==> src/rtl/gost_sd_crypt_ctrl_pkg.sv <==
// Shared definitions for the GOST block-buffer crypt controller.
// Holds the cipher word width, the SD block size, the controller state
// encoding and a helper that extracts one byte of a cipher word.
package gost_sd_crypt_ctrl_pkg;

  localparam int unsigned GOST_BLK_W     = 64;
  localparam int unsigned SD_BLOCK_BYTES = 512;
  localparam int unsigned GROUP_BYTES    = GOST_BLK_W / 8;

  typedef enum logic [2:0] {
    ST_IDLE  = 3'd0,
    ST_START = 3'd1,
    ST_FETCH = 3'd2,
    ST_WRITE = 3'd3,
    ST_FIN   = 3'd4
  } ctrl_state_t;

  // Byte k of a cipher word; byte 0 is the most significant byte [63:56].
  function automatic logic [7:0] word_byte(input logic [GOST_BLK_W-1:0] w,
                                           input logic [2:0]            k);
    logic [GOST_BLK_W-1:0] s;
    s = w << {k, 3'b000};
    return s[GOST_BLK_W-1 -: 8];
  endfunction

endpackage

==> src/rtl/gost_sd_crypt_ctrl.sv <==
// gost_sd_crypt_ctrl: counter-mode sequencer for one SD block held in the
// 512-byte buffer. Each 8-byte group is read, XORed with E(N) and written
// back in place; N increments per group.
// Optional feature macro: GOST_CTRL_TIMEOUT_EN (adds TIMEOUT_CYC and oerr).
module gost_sd_crypt_ctrl
  import gost_sd_crypt_ctrl_pkg::*;
#(
`ifdef GOST_CTRL_TIMEOUT_EN
  parameter int unsigned TIMEOUT_CYC = 1024,
`endif
  parameter int unsigned BLOCK_BYTES = SD_BLOCK_BYTES,
  parameter int unsigned ADDR_W      = 9
) (
  input  logic                  iclk,
  input  logic                  irst,
  input  logic                  istart,
  input  logic [GOST_BLK_W-1:0] iiv,
  output logic [ADDR_W-1:0]     oram_addr,
  output logic                  oram_we,
  output logic [7:0]            oram_wdata,
  input  logic [7:0]            iram_rdata,
  output logic                  ogost_start,
  output logic [GOST_BLK_W-1:0] ogost_block,
  input  logic                  igost_done,
  input  logic [GOST_BLK_W-1:0] igost_result,
  output logic                  obusy,
`ifdef GOST_CTRL_TIMEOUT_EN
  output logic                  oerr,
`endif
  output logic                  odone
);

  localparam logic [ADDR_W-1:0] LAST_BASE = ADDR_W'(BLOCK_BYTES - GROUP_BYTES);

  ctrl_state_t           state_q, state_d;
  logic [GOST_BLK_W-1:0] n_q;
  logic [ADDR_W-1:0]     base_q;
  logic [3:0]            fcnt_q;
  logic [2:0]            wcnt_q;
  logic [7:0]            dbuf_q [GROUP_BYTES];
  logic [GOST_BLK_W-1:0] gamma_q;
  logic                  gamma_vld_q;
  logic                  fetch_ready;

  // Fetch issues addresses on FETCH cycles 0..7 and captures data on 1..8,
  // so all bytes are in once fcnt reaches 8; gamma must be registered first.
  assign fetch_ready = (fcnt_q >= 4'd8) && gamma_vld_q;
  assign ogost_block = n_q;

`ifdef GOST_CTRL_TIMEOUT_EN
  localparam int unsigned TO_W = $clog2(TIMEOUT_CYC + 1);
  logic [TO_W-1:0] to_cnt_q;
  logic            oerr_q;
  logic            timeout_hit;

  assign timeout_hit = (state_q == ST_FETCH) && !gamma_vld_q && !igost_done &&
                       (to_cnt_q == TO_W'(TIMEOUT_CYC - 1));
  assign oerr = oerr_q;

  // Cipher-wait watchdog and sticky error flag, cleared by the next accepted start.
  always_ff @(posedge iclk) begin
    if (irst) begin
      to_cnt_q <= '0;
      oerr_q   <= 1'b0;
    end else begin
      if (state_q == ST_IDLE && istart) oerr_q <= 1'b0;
      if (state_q == ST_START) to_cnt_q <= '0;
      if (state_q == ST_FETCH) to_cnt_q <= to_cnt_q + 1'b1;
      if (timeout_hit) oerr_q <= 1'b1;
    end
  end
`endif

  // State register.
  always_ff @(posedge iclk) begin
    if (irst) state_q <= ST_IDLE;
    else      state_q <= state_d;
  end

  // Next-state logic and all control/buffer-port outputs.
  always_comb begin
    state_d     = state_q;
    ogost_start = 1'b0;
    oram_we     = 1'b0;
    oram_wdata  = '0;
    oram_addr   = '0;
    obusy       = (state_q != ST_IDLE);
    odone       = 1'b0;
    case (state_q)
      ST_IDLE: begin
        if (istart) state_d = ST_START;
      end
      ST_START: begin
        ogost_start = 1'b1;
        oram_addr   = base_q;
        state_d     = ST_FETCH;
      end
      ST_FETCH: begin
        // Low three bits keep the address inside the group while waiting.
        oram_addr = base_q + ADDR_W'(fcnt_q[2:0]);
        if (fetch_ready) state_d = ST_WRITE;
`ifdef GOST_CTRL_TIMEOUT_EN
        else if (timeout_hit) state_d = ST_FIN;
`endif
      end
      ST_WRITE: begin
        oram_we    = 1'b1;
        oram_addr  = base_q + ADDR_W'(wcnt_q);
        oram_wdata = dbuf_q[wcnt_q] ^ word_byte(gamma_q, wcnt_q);
        if (wcnt_q == 3'd7) state_d = (base_q == LAST_BASE) ? ST_FIN : ST_START;
      end
      ST_FIN: begin
        odone   = 1'b1;
        state_d = ST_IDLE;
      end
      default: state_d = ST_IDLE;
    endcase
  end

  // Counter, group base, fetch/write indices, byte buffer and gamma capture.
  always_ff @(posedge iclk) begin
    if (irst) begin
      n_q         <= '0;
      base_q      <= '0;
      fcnt_q      <= '0;
      wcnt_q      <= '0;
      gamma_q     <= '0;
      gamma_vld_q <= 1'b0;
      for (int unsigned i = 0; i < GROUP_BYTES; i++) dbuf_q[i] <= '0;
    end else begin
      case (state_q)
        ST_IDLE: begin
          if (istart) begin
            n_q    <= iiv;
            base_q <= '0;
          end
        end
        ST_START: begin
          fcnt_q      <= '0;
          wcnt_q      <= '0;
          gamma_vld_q <= 1'b0;
        end
        ST_FETCH: begin
          if (fcnt_q != 4'd9) fcnt_q <= fcnt_q + 4'd1;
          if (fcnt_q != 4'd0 && fcnt_q <= 4'd8)
            dbuf_q[fcnt_q[2:0] - 3'd1] <= iram_rdata;
          if (igost_done && !gamma_vld_q) begin
            gamma_q     <= igost_result;
            gamma_vld_q <= 1'b1;
          end
        end
        ST_WRITE: begin
          wcnt_q <= wcnt_q + 3'd1;
          if (wcnt_q == 3'd7) begin
            n_q    <= n_q + 1'b1;
            base_q <= base_q + ADDR_W'(GROUP_BYTES);
          end
        end
        default: ;
      endcase
    end
  end

endmodule

==> config.mk <==
export PLATFORM = sky130hd
export DESIGN_NAME = gost_sd_crypt_ctrl
export DESIGN_NICKNAME = d
export VERILOG_FILES = /design/src/rtl/gost_sd_crypt_ctrl_pkg.sv /design/src/rtl/gost_sd_crypt_ctrl.sv
export SDC_FILE = /design/constraint.sdc
export NUM_CORES = 1
export LEC_CHECK = 0
export ABC_AREA = 1
export CORE_ASPECT_RATIO = 0.7
export CORE_MARGIN = 3
export CORE_UTILIZATION = 53
export DETAILED_ROUTE_END_ITERATION = 10
export PLACE_DENSITY = 0.82
export REMOVE_ABC_BUFFERS = 1
export SLEW_MARGIN = 20
export SYNTH_ARGS = -nofsm -noshare
export SYNTH_HDL_FRONTEND = slang
export SYNTH_SLANG_ARGS = --single-unit
==> constraint.sdc <==
create_clock -name iclk -period 2.7 [get_ports iclk]
set_input_delay 0.405 -clock iclk [delete_from_list [all_inputs] [get_ports iclk]]
set_output_delay 0.405 -clock iclk [all_outputs]
set_load 0.02 [all_outputs]
==> impl_results.md <==
- Status: finished, final reports clean
- Via density per instance: 5.52
- Adder-cell share of the synthesized area: 0.761%
- Chain of cells forming the critical path: inv_1 -> buf_4 -> o21ai_0 -> o22ai_1 -> mux2i_1 -> o21ai_0 -> a21oi_1 -> buf_2
- Slew headroom: 44.1%
- Proportion of synthesized flip-flops having asynchronous set or reset: 0%
- Syn. warnings: 0
- Chip height: 129 um
- Lkg Pwr: 0.00527 uW
- Count of maximum capacitance violations: 0
- Proportion of synthesized chip area in sequential cells: 42.5%
- Final Max Tran Viols: 0
- Power Dens Cells: 821 mW/mm2
- Slew at the pin closest to its max-slew limit: 838 ps
- Area share of the largest cell type after synthesis: 25.8%
- Antenna-violating nets left: 0
- Post-synthesis compound-gate area fraction: 14.6%
- Worst slack after detailed placement: 129 ps
- I/O Buffers: 224
- Type of element launching the critical path: register
- Die W: 182 um
- Fin crit period: 2600 ps
- Number of antenna violations at the first check in global routing: 0
- Number of DRC markers in iteration 0: 1,301
- Clock-pin slew on the worst setup and hold paths: 60 ps
- Std-Cell Rows: 44
- Min-Delay Path Class: reg -> reg
- Iteration count of the initial detailed-routing pass: 8
- Wire length of the first global-routing pass: 58,300 um
- Global route total overflow: 0
- Non-filler instance count after layout: 2,179
- Final setup viols: 0
- TritonCTS clock tree: built
- Max frequency: 0.385 GHz
- Die ar.: 0.0235 mm2
- Layout cells sized above 1: 5.89%
- Setup repair after global routing missed its margin: true
- Dominant combinational cell family by area after synthesis: simple AND/OR/NAND/NOR gates
- Sum of net half-perimeters after detailed placement: 28,600 um
- Remaining design rule violation count: 0
- Multiplexer area fraction after synthesis: 1.39%
- Number of clock sinks: 212
- Pin count of the biggest net entering global routing: 79
- Classification of the worst setup path: reg -> out
- Worst VDD drop: 635 uV
- Initial cell density of the core: 54.7%
- Total routing resource utilization after global routing: 30.8%
- Worst Path Buf+Inv: 3
- Setup slack of the critical path after layout: 102 ps
- Number of hold buffers added after CTS: 0
- Most used flip-flop cell after synthesis: dfxtp_1
- Crit path capture type: output pin
- Top Family by Delay on Critical Path: compound AO/OA/AOI/OAI gates
- Level count of the clock H-tree: 1
- Average wire per cell in the routed design: 17.3 um
- Library cell used as clock root buffer: clkbuf_16
- Crit path arrival time: 2190 ps
- Count leader, synth: nor2_1
- Post-synthesis cell type count: 37
- Hold violation total from the final report: 0
- Synth area leaders: dfxtp_1, nor2_1, edfxtp_1
- Area share of and/or/nand/nor cells after synthesis: 32.9%
- Clock buffer count from CTS: 21
- Worst-path cell with the longest stage delay: dfxtp_1
- Placed Cells incl. Taps: 2,135
- XOR/XNOR Fraction of Synth Area: 1.83%
- Routed WL: 37,700 um
- Via count of the first global-routing pass: 11,033
- Required @ worst endpoint: 2300 ps
- Flop and latch count out of synthesis: 212
- Via count of the routed design: 12,026
- Clock Skew: 12.4 ps
- Maximum cell stage delay along the critical path: 350 ps
- Highest fanout seen on the critical path: 20
- Number of nets in the final layout: 2,036
- Leading cell types by count after synthesis: nor2_1, nand2_1, o21ai_0
- Io pins: 225
- Global placer's final weighted congestion: 1.03
- Library cell appearing most often on the critical path: o21ai_0
- Share of the cycle needed by the critical path after routing: 96.2%
- Count of antenna diodes in the layout: 0
- Worst setup slack for register-to-register paths: 300 ps
- Cell taking the most area after synthesis: dfxtp_1
- Mean instance size in the synthesized netlist: 6.82 um2
- Deepest clock path buffer count: 3
- Number of flops mapped to enable cells by yosys: 64
- Netlist area before placement: 0.0115 mm2
- Signed area change from the synthesized netlist to the final layout: 26.8%
- CORE AREA: 0.0210 mm2
- Cells after Synth: 1,687
- Power consumption: 12,000 uW
- Clk Latency, worst-skew pair: 500 ps
[layout make-up]
class	instances	area (um2)
clock buffer	31	563
clock inverter	6	50.0
fill	1776	6450
inverter	83	312
multi-input combinational	1314	5940
sequential	212	4880
tap	276	345
timing repair buffer	257	2490
[per-layer routing]
layer	up-vias	track usage, %	wire, um
li1	5874	-	-
met5	-	0	0
met3	47	6.96	4140
met1	5547	47.6	17400
met4	0	5.64	646
met2	558	44.5	15500
[layout by cell type, fill, tap and decap left out, types with 15 or more instances in the layout]
cell / n
dfxtp_1: 148
nand3_1: 52
o21ai_1: 32
o21ai_0: 167
buf_4: 34
nand2_2: 15
clkbuf_16: 21
o22ai_1: 29
a21oi_1: 89
nor2_1: 523
edfxtp_1: 64
inv_1: 75
clkdlybuf4s50_1: 214
nand2_1: 310
[final timing paths]
path	from	end	depth (start not counted)
max	register	oram_wdata[1]	8
min	gamma_q[16]	gamma_q[16]	2
max reg2reg	fcnt_q[0]	dbuf_q[2][1]	8
min reg2reg	gamma_q[16]	gamma_q[16]	2
[power breakdown]
part           internal [uW]  switching [uW]  total [uW]
Sequential              3860             809        4670
Combinational           1810            2740        4550
Clock                   1530            1210        2740
Total                   7210            4760       12000
[worst min-delay path: cells and delay by family, from the launching register on]
family        cells  cell delay, ps
flops             1             320
simple gates      2             130
[what timing repair did]
action / in CTS / in global routing
endpoints found under the setup margin: 9 / 15
setup buffers: 4 / 3
endpoints found under the hold margin: 0 / 0
resized for setup: 22 / 28
pin swaps: 1 / 0
[logic make-up (layout without fill, tap and decap cells)]
group | Yosys count | in the layout
simple gates | 942 | 942
compound gates | 325 | 325
flops | 212 | 212
buf+inv | 161 | 377
xor+xnor | 24 | 24
mux | 16 | 16
fa+ha+maj | 7 | 7
[flip-flops by register name, summed over array words and instances (netlist names), named ones only]
signal       count
fcnt_q           4
base_q           6
state_q          3
gamma_vld_q      1
wcnt_q           3
ogost_block     64
dbuf_q          64
gamma_q         64
[per-stage QoR]
step / hold WS, ps / utilization [%] / TNS (ps) / area (um2)
after global placement: 459 / 66.2 / 0 / 13900
after CTS: 480 / 69.3 / 0 / 14600
after detailed placement: 467 / 66.2 / 0 / 13900
after global routing: 510 / 69.3 / -11.9 / 14600
after floorplan: 446 / - / -80180 / 11100
final: 481 / 69.3 / 0 / 14600
No activity file was read; power rests on OpenSTA's default activity.
